**src/rtl/demux_16_8_reg.sv**
```systemverilog
// -----------------------------------------------------------------------------
// demux_16_8_reg
//
// Purpose:
//   A 1-to-8 write demultiplexer with storage. It is the write-side counterpart
//   of the 8:1 read mux. A write request is captured in a stage-1 holding
//   register. On the next clock edge, stage 2 copies the captured data into the
//   one addressed register Qn.
//   Write latency is two edges from the WE sample to Qn holding the value.
//   WACK pulses for the one cycle that follows each commit edge.
//   BUSY is high while a captured write waits to commit.
//
// Ports:
//   CLK        in   1      rising-edge clock
//   RST        in   1      asynchronous, active-high reset
//   WE         in   1      write request, sampled on every rising edge
//   S0,S1,S2   in   1 ea   destination index {S2,S1,S0}, S0 is the LSB
//   D          in   WIDTH  write data
//   CLR        in   1      synchronous clear of all held registers and
//                          of any pending write
//   Q0..Q7     out  WIDTH  held registers, Qn is selected by index n
//   WACK       out  1      write-commit acknowledge pulse
//   BUSY       out  1      a captured write is pending commit
// -----------------------------------------------------------------------------
module demux_16_8_reg #(
  parameter int WIDTH = 16
) (
  input  logic             CLK,
  input  logic             RST,
  input  logic             WE,
  input  logic             S0,
  input  logic             S1,
  input  logic             S2,
  input  logic [WIDTH-1:0] D,
  input  logic             CLR,
  output logic [WIDTH-1:0] Q0,
  output logic [WIDTH-1:0] Q1,
  output logic [WIDTH-1:0] Q2,
  output logic [WIDTH-1:0] Q3,
  output logic [WIDTH-1:0] Q4,
  output logic [WIDTH-1:0] Q5,
  output logic [WIDTH-1:0] Q6,
  output logic [WIDTH-1:0] Q7,
  output logic             WACK,
  output logic             BUSY
);

  localparam logic [WIDTH-1:0] ZERO_W = {WIDTH{1'b0}};

  logic [2:0]       sel_s;
  logic             valid_r;
  logic [2:0]       idx_r;
  logic [WIDTH-1:0] data_r;
  logic [WIDTH-1:0] q_r [8];
  logic             wack_r;
  logic [7:0]       wr_en_s;

  assign sel_s = {S2, S1, S0};

  // Decode the captured index into per-register write enables for stage 2.
  // A non-binary index (X or Z) falls into the default branch, so that commit
  // writes no register. A clear on the same edge also blocks the commit.
  always_comb begin
    wr_en_s = 8'h00;
    if (valid_r && !CLR) begin
      case (idx_r)
        3'd0:    wr_en_s = 8'b0000_0001;
        3'd1:    wr_en_s = 8'b0000_0010;
        3'd2:    wr_en_s = 8'b0000_0100;
        3'd3:    wr_en_s = 8'b0000_1000;
        3'd4:    wr_en_s = 8'b0001_0000;
        3'd5:    wr_en_s = 8'b0010_0000;
        3'd6:    wr_en_s = 8'b0100_0000;
        3'd7:    wr_en_s = 8'b1000_0000;
        default: wr_en_s = 8'h00;
      endcase
    end else begin
      wr_en_s = 8'h00;
    end
  end

  // Stage 1: capture the write request. A clear discards any pending write.
  // It also discards a write sampled on the same edge.
  always_ff @(posedge CLK or posedge RST) begin
    if (RST) begin
      valid_r <= 1'b0;
      idx_r   <= 3'b000;
      data_r  <= ZERO_W;
    end else if (CLR) begin
      valid_r <= 1'b0;
      idx_r   <= 3'b000;
      data_r  <= ZERO_W;
    end else begin
      valid_r <= WE;
      if (WE) begin
        idx_r  <= sel_s;
        data_r <= D;
      end
    end
  end

  // Stage 2: commit the captured data into the addressed register.
  // Every other register holds its value. WACK follows the commit edge
  // by one cycle.
  always_ff @(posedge CLK or posedge RST) begin
    if (RST) begin
      for (int i = 0; i < 8; i++) begin
        q_r[i] <= ZERO_W;
      end
      wack_r <= 1'b0;
    end else if (CLR) begin
      for (int i = 0; i < 8; i++) begin
        q_r[i] <= ZERO_W;
      end
      wack_r <= 1'b0;
    end else begin
      for (int i = 0; i < 8; i++) begin
        if (wr_en_s[i]) begin
          q_r[i] <= data_r;
        end
      end
      wack_r <= |wr_en_s;
    end
  end

  assign Q0   = q_r[0];
  assign Q1   = q_r[1];
  assign Q2   = q_r[2];
  assign Q3   = q_r[3];
  assign Q4   = q_r[4];
  assign Q5   = q_r[5];
  assign Q6   = q_r[6];
  assign Q7   = q_r[7];
  assign WACK = wack_r;
  assign BUSY = valid_r;

endmodule

```
**config.mk**
```make
export PLATFORM = sky130hd
export DESIGN_NAME = demux_16_8_reg
export DESIGN_NICKNAME = d
export VERILOG_FILES = /design/src/rtl/demux_16_8_reg.sv
export SDC_FILE = /design/constraint.sdc
export NUM_CORES = 1
export LEC_CHECK = 0
export ABC_AREA = 1
export ABC_CLOCK_PERIOD_IN_PS = 6050
export CAP_MARGIN = 15
export CORE_MARGIN = 3
export CORE_UTILIZATION = 49
export DETAILED_ROUTE_END_ITERATION = 10
export PLACE_DENSITY = 0.8
export SYNTH_ARGS = -nofsm -noshare
export SYNTH_HDL_FRONTEND = slang
export SYNTH_SLANG_ARGS = --single-unit
export TNS_END_PERCENT = 30
```
**constraint.sdc**
```tcl
create_clock -name CLK -period 6.05 [get_ports CLK]
set_input_delay 1.21 -clock CLK [delete_from_list [all_inputs] [get_ports CLK]]
set_output_delay 1.21 -clock CLK [all_outputs]
set_load 0.02 [all_outputs]
```
==> results.json, run 1 <==
{
  "internal_power_uw": 1760,
  "ctsResizeCount": 0,
  "final_nets": 835,
  "switching_share": 0.220,
  "clkPwrFrac": 0.504,
  "post-route-period-util": 0.624,
  "antenna_found_initial": 0,
  "postCtsHoldBufs": 0,
  "htreeDepth": 4,
  "start_util": 0.504,
  "synth_seq_cells": 149,
  "rsz0062_at_grt": "no",
  "cts.clk_slew.worst_paths_ns": 0.06,
  "fin_worst_skew_ns": 0.00558,
  "setup_viol": 0,
  "wl_um": 17900,
  "clock_sinks": 149,
  "wl_per_cell_um": 18.1,
  "layout_min_cycle_time_ns": 3.77,
  "cap_viol_max_count": 0,
  "p_comb_frac": 0.047,
  "timing.setup.tns_ns": 0,
  "post-route-drc-count": 0,
  "dp_hpwl_um": 11500,
  "cts_tree": "built",
  "coreArea_um2": 12100,
  "ir_drop_uv": 195,
  "syn_nets": 699,
  "fmax_mhz": 265,
  "die_w_um": 117,
  "yosysWarnings": 0,
  "die_area_um2": 13800,
  "grt_pass1_vias": 5292,
  "cts_setup_buffers": 0,
  "syn_to_final_growth_pct": 35.8,
  "gr-total-overflow": 0,
  "row_count": 40,
  "fp.dieH_um": 117,
  "p_switching_uw": 497,
  "boundaryPins": 153,
  "viasPerCell": 5.38,
  "layout_common_cells": "nand2_1, clkdlybuf4s50_1, dfrtp_1",
  "fillers": 923,
  "critPathMaxFanout": 65,
  "yosysUniqueCellTypes": 22,
  "crit_required_ns": 6.35,
  "track_usage": 0.258,
  "worstMarginPinSlew_ns": 1.23,
  "status": "finished, final reports clean",
  "slew_viol_final": 0,
  "grt_pass1_wl_um": 27700,
  "grt_max_degree": 94,
  "syn_avg_cell_area_um2": 8.99,
  "synth_area_um2": 6080,
  "layout_commonest_cell": "nand2_1",
  "crit_type": "in -> reg",
  "drive_gt1_frac": 0.0606,
  "finalPower_uw": 2260,
  "ant_nets": 0,
  "seqPwrFrac": 0.448,
  "cts.path.max_buffers": 2,
  "relSlewSlack": 0.175,
  "critPathLaunchType": "primary input",
  "cts-root-buf": "clkbuf_16",
  "power_density_nw_per_um2": 274,
  "cp.arrival_ns": 4.07,
  "postSynthCellCount": 676,
  "antenna_cells": 0,
  "io_buffers": 152,
  "num_vias": 5339,
  "drt_first_iter_violations": 715,
  "firstDrtPassIters": 5,
  "endpoint_kind": "register",
  "min_path_type": "reg -> reg",
  "ys_seq_area_frac": 0.614,
  "routabilityCongestion": 0.862,
  "final_hold_viol_count": 0,
  "cts_buffers": 17,
  "p_leak_uw": 0.00419,
  "clock_latency_ns": 0.42
}
-- registers in the layout (all words and copies together), names as in the netlist --
| name | flops |
|---|---|
| Q7 | 16 |
| BUSY | 1 |
| Q4 | 16 |
| WACK | 1 |
| idx_r | 3 |
| Q3 | 16 |
| Q5 | 16 |
| Q2 | 16 |
| Q0 | 16 |
| data_r | 16 |
| Q1 | 16 |
| Q6 | 16 |
-- cell type report --
type	instances	area (um2)	area share
sequential	149	3730	0.452
multi-input combinational	461	2020	0.244
timing repair buffer	154	1540	0.186
clock buffer	19	433	0.0525
tap	168	210	0.0255
clock inverter	13	206	0.0250
inverter	29	123	0.0149
-- metrics by stage --
stage	setup WS, ns	hold WS, ns	utilization	area, um2	cells
2_1_floorplan	0.832	0.504	-	6080	676
3_3_place_gp	2.05	0.485	0.631	7610	961
3_5_place_dp	1.98	0.489	0.631	7610	961
4_1_cts	2.37	0.504	0.684	8250	993
5_1_grt	2.11	0.524	0.684	8250	993
6_report	2.28	0.499	0.684	8250	993
-- power by group through the flow --
stage / registers (uW) / clock network, uW / logic (uW)
5_1_grt: 1010 / 1190 / 116
3_3_place_gp: 1030 / 0 / 104
3_5_place_dp: 1030 / 0 / 107
4_1_cts: 1010 / 1140 / 107
2_1_floorplan: 1030 / 0 / 61.2
6_report: 1010 / 1140 / 107
-- worst max-delay path: stages --
cell and delay [ns]:
clkdlybuf4s50_1 0.97, clkinv_2 0.92, buf_4 0.63, nand3_1 0.19
nand2_1 0.08
-- Yosys cell counts --
| cell type | n | area [um2] |
|---|---|---|
| buf_6 | 2 | 22.5 |
| nand2_4 | 2 | 22.5 |
| or2_1 | 1 | 6.26 |
| inv_4 | 1 | 6.26 |
| dfrtp_1 | 149 | 3730 |
| nand2_1 | 278 | 1040 |
| nor2_2 | 1 | 6.26 |
| buf_8 | 2 | 30.0 |
| inv_1 | 24 | 90.1 |
| inv_6 | 1 | 8.76 |
| inv_2 | 3 | 11.3 |
| buf_4 | 6 | 45.0 |
| nor2_8 | 1 | 20.0 |
| clkbuf_1 | 12 | 45.0 |
| nand3_4 | 2 | 35.0 |
| nor2_1 | 20 | 75.1 |
| nand3_1 | 132 | 661 |
| o21ai_0 | 19 | 95.1 |
| nand2_2 | 1 | 6.26 |
| buf_1 | 2 | 7.51 |
| buf_2 | 13 | 65.1 |
| nor2_4 | 4 | 45.0 |
-- per-layer routing --
| layer | track usage | share of wire | vias to the layer above |
|---|---|---|---|
| li1 | - | - | 2421 |
| met1 | 0.328 | 0.40 | 2620 |
| met2 | 0.426 | 0.49 | 254 |
| met3 | 0.0632 | 0.077 | 44 |
| met4 | 0.106 | 0.032 | 0 |
| met5 | 0 | 0 | - |
-- logic make-up (layout without fill, tap and decap cells) --
group / after synthesis / in the layout / synth area share
and+or+nand+nor: 442 / 442 / 0.316
DFF: 149 / 149 / 0.614
AOI/OAI and AO/OA: 19 / 19 / 0.0157
buffers and inverters: 66 / 215 / 0.0546
-- worst paths after layout --
path                       slack, ns  cells after the start                  to          startpoint
setup / recovery                2.28                      5  Q5[13]$_DFFE_PP0P_                 CLR
hold / removal                  0.50                      2  Q2[13]$_DFFE_PP0P_  Q2[13]$_DFFE_PP0P_
setup reg to reg                4.34                      5  Q1[11]$_DFFE_PP0P_      BUSY$_DFF_PP0_
hold reg to reg                 0.50                      2  Q2[13]$_DFFE_PP0P_  Q2[13]$_DFFE_PP0P_
max in group asynchronous       3.48                      3  Q2[13]$_DFFE_PP0P_                 RST
min in group asynchronous       1.33                      2   Q2[4]$_DFFE_PP0P_                 RST
No activity file was read; power rests on OpenSTA's default activity.
==> run 2: changes to the inputs <==
--- a/config.mk
+++ b/config.mk
@@ -6,7 +6,7 @@
 export NUM_CORES = 1
 export LEC_CHECK = 0
 export ABC_AREA = 1
-export ABC_CLOCK_PERIOD_IN_PS = 6050
+export ABC_CLOCK_PERIOD_IN_PS = 3700
 export CAP_MARGIN = 15
 export CORE_MARGIN = 3
 export CORE_UTILIZATION = 49
==> constraint.sdc (replaced) <==
create_clock -name CLK -period 3.7 [get_ports CLK]
set_input_delay 0.74 -clock CLK [delete_from_list [all_inputs] [get_ports CLK]]
set_output_delay 0.74 -clock CLK [all_outputs]
set_load 0.02 [all_outputs]
==> results.json, run 2 (same netlist as run 1, synthesis figures left out) <==
{
  "grt_pass1_vias": 5418,
  "relSlewSlack": 0.303,
  "firstDrtPassIters": 6,
  "clock_latency_ns": 0.42,
  "hp-start": "Q2[1]$_DFFE_PP0P_",
  "post-route-drc-count": 0,
  "row_count": 40,
  "htreeDepth": 4,
  "drive_gt1_frac": 0.0743,
  "gr-total-overflow": 0,
  "layout_commonest_cell": "nand2_1",
  "fmax_mhz": 387,
  "r2r-start": "BUSY$_DFF_PP0_",
  "min_path_type": "reg -> reg",
  "setup_viol": 0,
  "cts_tree": "built",
  "coreArea_um2": 12100,
  "fillers": 900,
  "ir_drop_uv": 215,
  "fp.dieH_um": 117,
  "layout_min_cycle_time_ns": 2.59,
  "clock_sinks": 149,
  "hold_path_end": "Q2[1]$_DFFE_PP0P_",
  "slew_viol_final": 0,
  "r2r_slack_ns": 1.94,
  "cap_viol_max_count": 0,
  "crit_type": "in -> reg",
  "fin_worst_skew_ns": 0.00864,
  "r2r_end": "Q2[9]$_DFFE_PP0P_",
  "wl_per_cell_um": 18.4,
  "antenna_found_initial": 0,
  "startpoint": "CLR",
  "cts_buffers": 17,
  "stdcell_count": 1003,
  "cts.path.max_buffers": 2,
  "die_w_um": 117,
  "endpoint_kind": "register",
  "final_hold_viol_count": 0,
  "post-route-period-util": 0.699,
  "timing.setup.tns_ns": 0,
  "cts.clk_slew.worst_paths_ns": 0.06,
  "power_density_nw_per_um2": 429,
  "postCtsHoldBufs": 0,
  "ctsResizeCount": 0,
  "syn_to_final_growth_pct": 37.1,
  "whs_path_depth": 2,
  "dp.cells": 974,
  "grt_max_degree": 129,
  "routabilityCongestion": 0.856,
  "cts-root-buf": "clkbuf_16",
  "cp.arrival_ns": 2.89,
  "crit_required_ns": 4.00,
  "worstMarginPinSlew_ns": 1.04,
  "io_buffers": 152,
  "boundaryPins": 153,
  "die_area_um2": 13800,
  "status": "finished, final reports clean",
  "critPathLaunchType": "primary input",
  "wl_um": 18400,
  "rsz0062_at_grt": "no",
  "grt_pass1_wl_um": 29100,
  "num_vias": 5431,
  "layout_common_cells": "nand2_1, clkdlybuf4s50_1, dfrtp_1",
  "critPathMaxFanout": 19,
  "final_nets": 848,
  "track_usage": 0.270,
  "drt_first_iter_violations": 706,
  "rr_worst_depth": 5,
  "ant_nets": 0,
  "viasPerCell": 5.41,
  "p_leak_uw": 0.00426,
  "cts_setup_buffers": 0,
  "dp_hpwl_um": 12300,
  "antenna_cells": 0,
  "start_util": 0.504
}
run 2: worst max-delay path by stage:
| stage | endpoint | slack [ns] | cells past startpoint |
|---|---|---|---|
| 3_5_place_dp | Q2[2]$_DFFE_PP0P_ | 0.72 | 5 |
| 4_1_cts | Q2[9]$_DFFE_PP0P_ | 1.13 | 5 |
| 5_1_grt | Q2[9]$_DFFE_PP0P_ | 0.93 | 5 |
| 3_3_place_gp | Q2[8]$_DFFE_PP0P_ | 0.77 | 5 |
| 6_report | Q2[9]$_DFFE_PP0P_ | 1.11 | 5 |
| 2_1_floorplan | BUSY$_DFF_PP0_ | 1.09 | 1 |
run 2: power by group:
part / leakage (uW) / internal [uW] / total (uW) / switching, uW
sequential: 0.00207 / 1650 / 1660 / 9.70
combinational: 0.00190 / 54.5 / 192 / 138
clock: 0.000291 / 1080 / 1730 / 649
total: 0.00426 / 2780 / 3580 / 797
run 2: through the flow:
step / setup WS, ns / utilization / power, uW / hold WS, ns / instance area, um2
floorplan: 1.09 / - / 1790 / 0.504 / 6080
global placement: 0.769 / 0.642 / 1870 / 0.484 / 7750
detailed placement: 0.716 / 0.642 / 1880 / 0.488 / 7750
CTS: 1.13 / 0.691 / 3580 / 0.502 / 8330
global route: 0.932 / 0.691 / 3670 / 0.530 / 8330
finish: 1.11 / 0.691 / 3580 / 0.496 / 8330
run 2: cell type report:
cell class	count	area, um2	share of cell area
well taps	168	210	0.0252
multi-input cells	461	2020	0.242
inverters	29	121	0.0146
clock buffers	19	453	0.0544
clock inverters	10	131	0.0158
flip-flops and latches	149	3730	0.448
repair buffers	167	1670	0.201
run 2: worst max-delay path, stage by stage:
cell and delay (ns):
clkdlybuf4s50_1 0.81, nor2_8 0.43, nand3_1 0.57, nand3_1 0.26, nand2_1 0.07
run 2: metal layers:
metal  vias up  wire, um  track usage
met1      2630      7460        0.353
met5         -         0            0
met2       320      8630        0.427
met4         0       583        0.112
li1       2440         -            -
met3        41      1760       0.0762
==> RTL edit 1, RTL diff (settings of run 1) <==
Make the reset (`RST`) synchronous in 2 clocked blocks. Comments in the files are not updated.
--- a/src/rtl/demux_16_8_reg.sv
+++ b/src/rtl/demux_16_8_reg.sv
@@ -81,7 +81,7 @@
 
   // Stage 1: capture the write request. A clear discards any pending write.
   // It also discards a write sampled on the same edge.
-  always_ff @(posedge CLK or posedge RST) begin
+  always_ff @(posedge CLK) begin
     if (RST) begin
       valid_r <= 1'b0;
       idx_r   <= 3'b000;
@@ -102,7 +102,7 @@
   // Stage 2: commit the captured data into the addressed register.
   // Every other register holds its value. WACK follows the commit edge
   // by one cycle.
-  always_ff @(posedge CLK or posedge RST) begin
+  always_ff @(posedge CLK) begin
     if (RST) begin
       for (int i = 0; i < 8; i++) begin
         q_r[i] <= ZERO_W;
Formal check against the unedited RTL: differs if RST is asserted again (counterexample within 4 cycles, from zero or initial values and one cycle with RST high); with RST held inactive, the same outputs for 10 cycles.
==> RTL edit 1 against run 1 <==
  * Sequential cell count is 8 higher
  * Combinational power grew 67%
  * Via count shrank 26%
  * Area after synthesis shrank 7.7%
  * Total power grew 7.9%
  * Wire length decreased by 24%
  * Count of clock-buffer cells in the layout grew 3
  * Critical path depth decreased by 1
  * Clock power fell by 8%
  * Die area down 7.3%
  * Highest routed layer unchanged
  * Final area down 5.3%
  * Setup slack improved by 0.41 ns
  * Sequential share of layout area increased by 9.4 points
==> RTL edit 1: results (changes against run 1) <==
{
  "run_status": {
    "outcome": "completed"
  },
  "placement": {
    "post-dp-hpwl": {"value": 9850, "unit": "µm", "change": "-14%"},
    "detailedPlace.worstSlack": {"value": 2.28, "unit": "ns", "change": "+0.308 ns"}
  },
  "worst_setup_path": {
    "worst-path-max-fanout": {"value": 17, "change": "-74%"},
    "critPathMaxStageDelay": {"value": 0.71, "unit": "ns", "change": "-0.26 ns"},
    "kind_of_cell_adding_the_most_delay_to_the_critical_path": "simple AND/OR/NAND/NOR gates",
    "worstRegToRegCells": {"value": 4, "change": "-1"},
    "r2r_start": "BUSY",
    "capturing_instance_or_port_of_the_critical_path": "q_r[0][31]",
    "rrSetupSlack": {"value": 3.58, "unit": "ns", "change": "-0.76 ns"}
  },
  "global_route": {
    "grt_pass1_wl": {"value": 21400, "unit": "µm", "change": "-23%"},
    "global_route.usage.met3": {"value": 4.97, "unit": "%", "change": "-1.3 points"},
    "globalRouteMet2Util": {"value": 35.4, "unit": "%", "change": "-7.1 points"},
    "grt_util_all_layers": {"value": 22.2, "unit": "%", "change": "-3.6 points"},
    "grt_max_degree": {"value": 43, "change": "-54%"}
  },
  "final_layout": {
    "drive_above_1_share": {"value": 7.65, "unit": "%", "change": "+1.6 points"},
    "final_net_count": {"value": 624, "change": "-25%"}
  },
  "pwr": {
    "static_leak": {"value": 2.79, "unit": "nW", "change": "-33%"},
    "vdd.ir_drop.worst": {"value": 0.165, "unit": "mV", "change": "-15%"},
    "combinational_logic_power": {"value": 0.000179, "unit": "W", "change": "+67%"},
    "p_sw_share": {"value": 22.3, "unit": "%", "change": "+0.34 points"}
  },
  "sta": {
    "max_slew.worst_pin.slew": {"value": 1.08, "unit": "ns", "change": "-0.149 ns"},
    "timing.slew.headroom": {"value": 27.5, "unit": "%", "change": "+10 points"},
    "worst_hold_slack_after_final_layout": {"value": 0.490, "unit": "ns", "change": "-0.00890 ns"},
    "achievable-frequency": {"value": 0.298, "unit": "GHz", "change": "+12%"},
    "finClkSkew": {"value": 0.00481, "unit": "ns", "change": "-0.000772 ns"}
  },
  "drt": {
    "drt-pass1-iter-count": {"value": 4, "change": "-1"},
    "route.met3.wl": {"value": 1210, "unit": "µm", "change": "-13%"},
    "drt_iter0_markers": {"value": 306, "change": "-57%"},
    "route.final.wire_length": {"value": 13700, "unit": "µm", "change": "-24%"},
    "wl_met1": {"value": 5380, "unit": "µm", "change": "-25%"},
    "routed-via-count": {"value": 3958, "change": "-26%"}
  },
  "worst_hold_path": {
    "timing.hold.worst.start": "q_r[0][6]",
    "hold_end": "q_r[0][6]"
  },
  "logic_synthesis": {
    "seq_area_frac_synth": {"value": 76.0, "unit": "%", "change": "+15 points"},
    "synthDistinctLibCells": {"value": 19, "change": "-14%"},
    "syn-num-nets": {"value": 470, "change": "-33%"},
    "synth_edf_count": {"value": 112, "change": "+112"}
  }
}
==> RTL edit 1: through the flow <==
step | power [W] | util, % | std cells
after floorplan | 0.00131 | - | 447
after global placement | 0.00140 | 65.4 | 722
after detailed placement | 0.00141 | 65.4 | 722
after CTS | 0.00245 | 70.9 | 754
after global routing | 0.00251 | 70.9 | 754
final | 0.00244 | 70.9 | 754
==> RTL edit 1: cells by family after synthesis <==
| kind of cell | count (synthesis) | share of synthesized area [%] |
|---|---|---|
| buf+inv | 46 | 3.84 |
| flops | 157 | 76.0 |
| compound gates | 55 | 5.02 |
| simple gates | 189 | 15.1 |
==> RTL edit 1: area by class of cell <==
cell class / count / area share, %
Clock inverter: 10 / 0.880
Clock buffer: 22 / 6.90
Tap cell: 140 / 2.24
Timing Repair Buffer: 155 / 19.7
Multi-Input combinational cell: 244 / 14.5
Sequential cell: 157 / 54.5
Inverter: 26 / 1.25
==> RTL edit 2, RTL diff (flow settings as in run 1) <==
Without the edit above. `WIDTH`: 16 -> 18.
--- a/src/rtl/demux_16_8_reg.sv
+++ b/src/rtl/demux_16_8_reg.sv
@@ -23,7 +23,7 @@
 //   BUSY       out  1      a captured write is pending commit
 // -----------------------------------------------------------------------------
 module demux_16_8_reg #(
-  parameter int WIDTH = 16
+  parameter int WIDTH = 18
 ) (
   input  logic             CLK,
   input  logic             RST,
Ports: changed (9 resized); port bits go from 153 to 171. The function was not compared with the original's and may differ.
==> RTL edit 2 against run 1 <==
  * Setup slack better by 0.21 ns
  * Wire length rose by 12%
  * Largest power group is now registers
  * Area after synthesis grew 12%
  * Die area up 11%
  * Critical endpoint is now Q7[14]
  * Critical path type unchanged
  * Final area rose by 11%
  * Combinational power rose by 15%
  * Total power up 4.1%
  * Sequential cell count is 18 higher
==> RTL edit 2: results (changes against run 1) <==
{
  "final_layout": {
    "seq_area_share": {"value": 45.7, "unit": "%", "change": "+0.57 points"},
    "nFillCells": {"value": 1019, "change": "+10%"},
    "comb.multi_input.count": {"value": 515, "change": "+12%"},
    "multiInputGateArea": {"value": 2260, "unit": "µm²", "change": "+12%"},
    "drive_above_1_share": {"value": 6.85, "unit": "%", "change": "+0.79 points"},
    "final_net_count": {"value": 932, "change": "+12%"},
    "fraction_of_area_in_multi_input_gates": {"value": 24.8, "unit": "%", "change": "+0.37 points"},
    "nNonClkInverters": {"value": 31, "change": "+6.9%"},
    "signal_buffer_area_fraction": {"value": 19.1, "unit": "%", "change": "+0.50 points"}
  },
  "global_route": {
    "grt_pass1_wl": {"value": 30300, "unit": "µm", "change": "+9.3%"},
    "grt_max_degree": {"value": 96, "change": "+2.1%"},
    "grt_pass1_vias": {"value": 5386, "change": "+1.8%"},
    "grt_util_all_layers": {"value": 26.7, "unit": "%", "change": "+0.86 points"}
  },
  "run_status": {
    "outcome": "completed"
  },
  "pwr": {
    "pg_seq": {"value": 0.00113, "unit": "W", "change": "+12%"},
    "static_leak": {"value": 4.64, "unit": "nW", "change": "+11%"}
  },
  "logic_synthesis": {
    "syn-num-nets": {"value": 777, "change": "+11%"},
    "syn_avg_cell_area": {"value": 9.04, "unit": "µm²", "change": "+0.54%"},
    "synth_area_leaders": "sky130_fd_sc_hd__dfrtp_1, sky130_fd_sc_hd__nand2_1, sky130_fd_sc_hd__nand3_1"
  },
  "placement": {
    "place_congestion": {"value": 0.795, "change": "-7.7%"},
    "post-dp-hpwl": {"value": 12500, "unit": "µm", "change": "+8.8%"}
  },
  "worst_setup_path": {
    "worstRegToRegCells": {"value": 6, "change": "+1"},
    "worst-path-max-fanout": {"value": 78, "change": "+20%"},
    "rrSetupSlack": {"value": 4.20, "unit": "ns", "change": "-0.14 ns"}
  },
  "sta": {
    "worst_hold_slack_after_final_layout": {"value": 0.500, "unit": "ns", "change": "+0.00110 ns"},
    "max_slew.worst_pin.slew": {"value": 1.23, "unit": "ns", "change": "-0.000493 ns"}
  },
  "drt": {
    "routed-via-count": {"value": 5907, "change": "+11%"},
    "drt-pass1-iter-count": {"value": 6, "change": "+1"}
  },
  "worst_hold_path": {
    "timing.hold.worst.start": "Q2[6]"
  }
}
-- RTL edit 2: worst max-delay path, cell delays in order --
cell and delay [ns]:
sky130_fd_sc_hd__clkdlybuf4s50_1 0.86, sky130_fd_sc_hd__inv_4 0.78, sky130_fd_sc_hd__buf_4 0.69, sky130_fd_sc_hd__nand3_1 0.17, sky130_fd_sc_hd__nand2_1 0.10
-- RTL edit 2: per-layer routing --
metal / up-vias / part of all wire (%) / track usage [%]
li1: 2700 / - / -
met1: 2855 / 42 / 38.1
met2: 311 / 46 / 38.8
met3: 41 / 9.4 / 6.99
met4: 0 / 2.8 / 11.1
met5: - / 0 / 0
-- RTL edit 2: how the worst max path moves through the flow --
stage,depth (start not counted),endpoint,start,slack (ns)
final,5,Q7[14],CLR,2.49
after floorplan,1,BUSY,RST,0.32
after detailed placement,5,Q4[5],CLR,2.17
after global routing,6,data_r[0],CLR,2.33
after CTS,5,Q6[9],CLR,2.59
after global placement,5,Q3[17],CLR,2.21
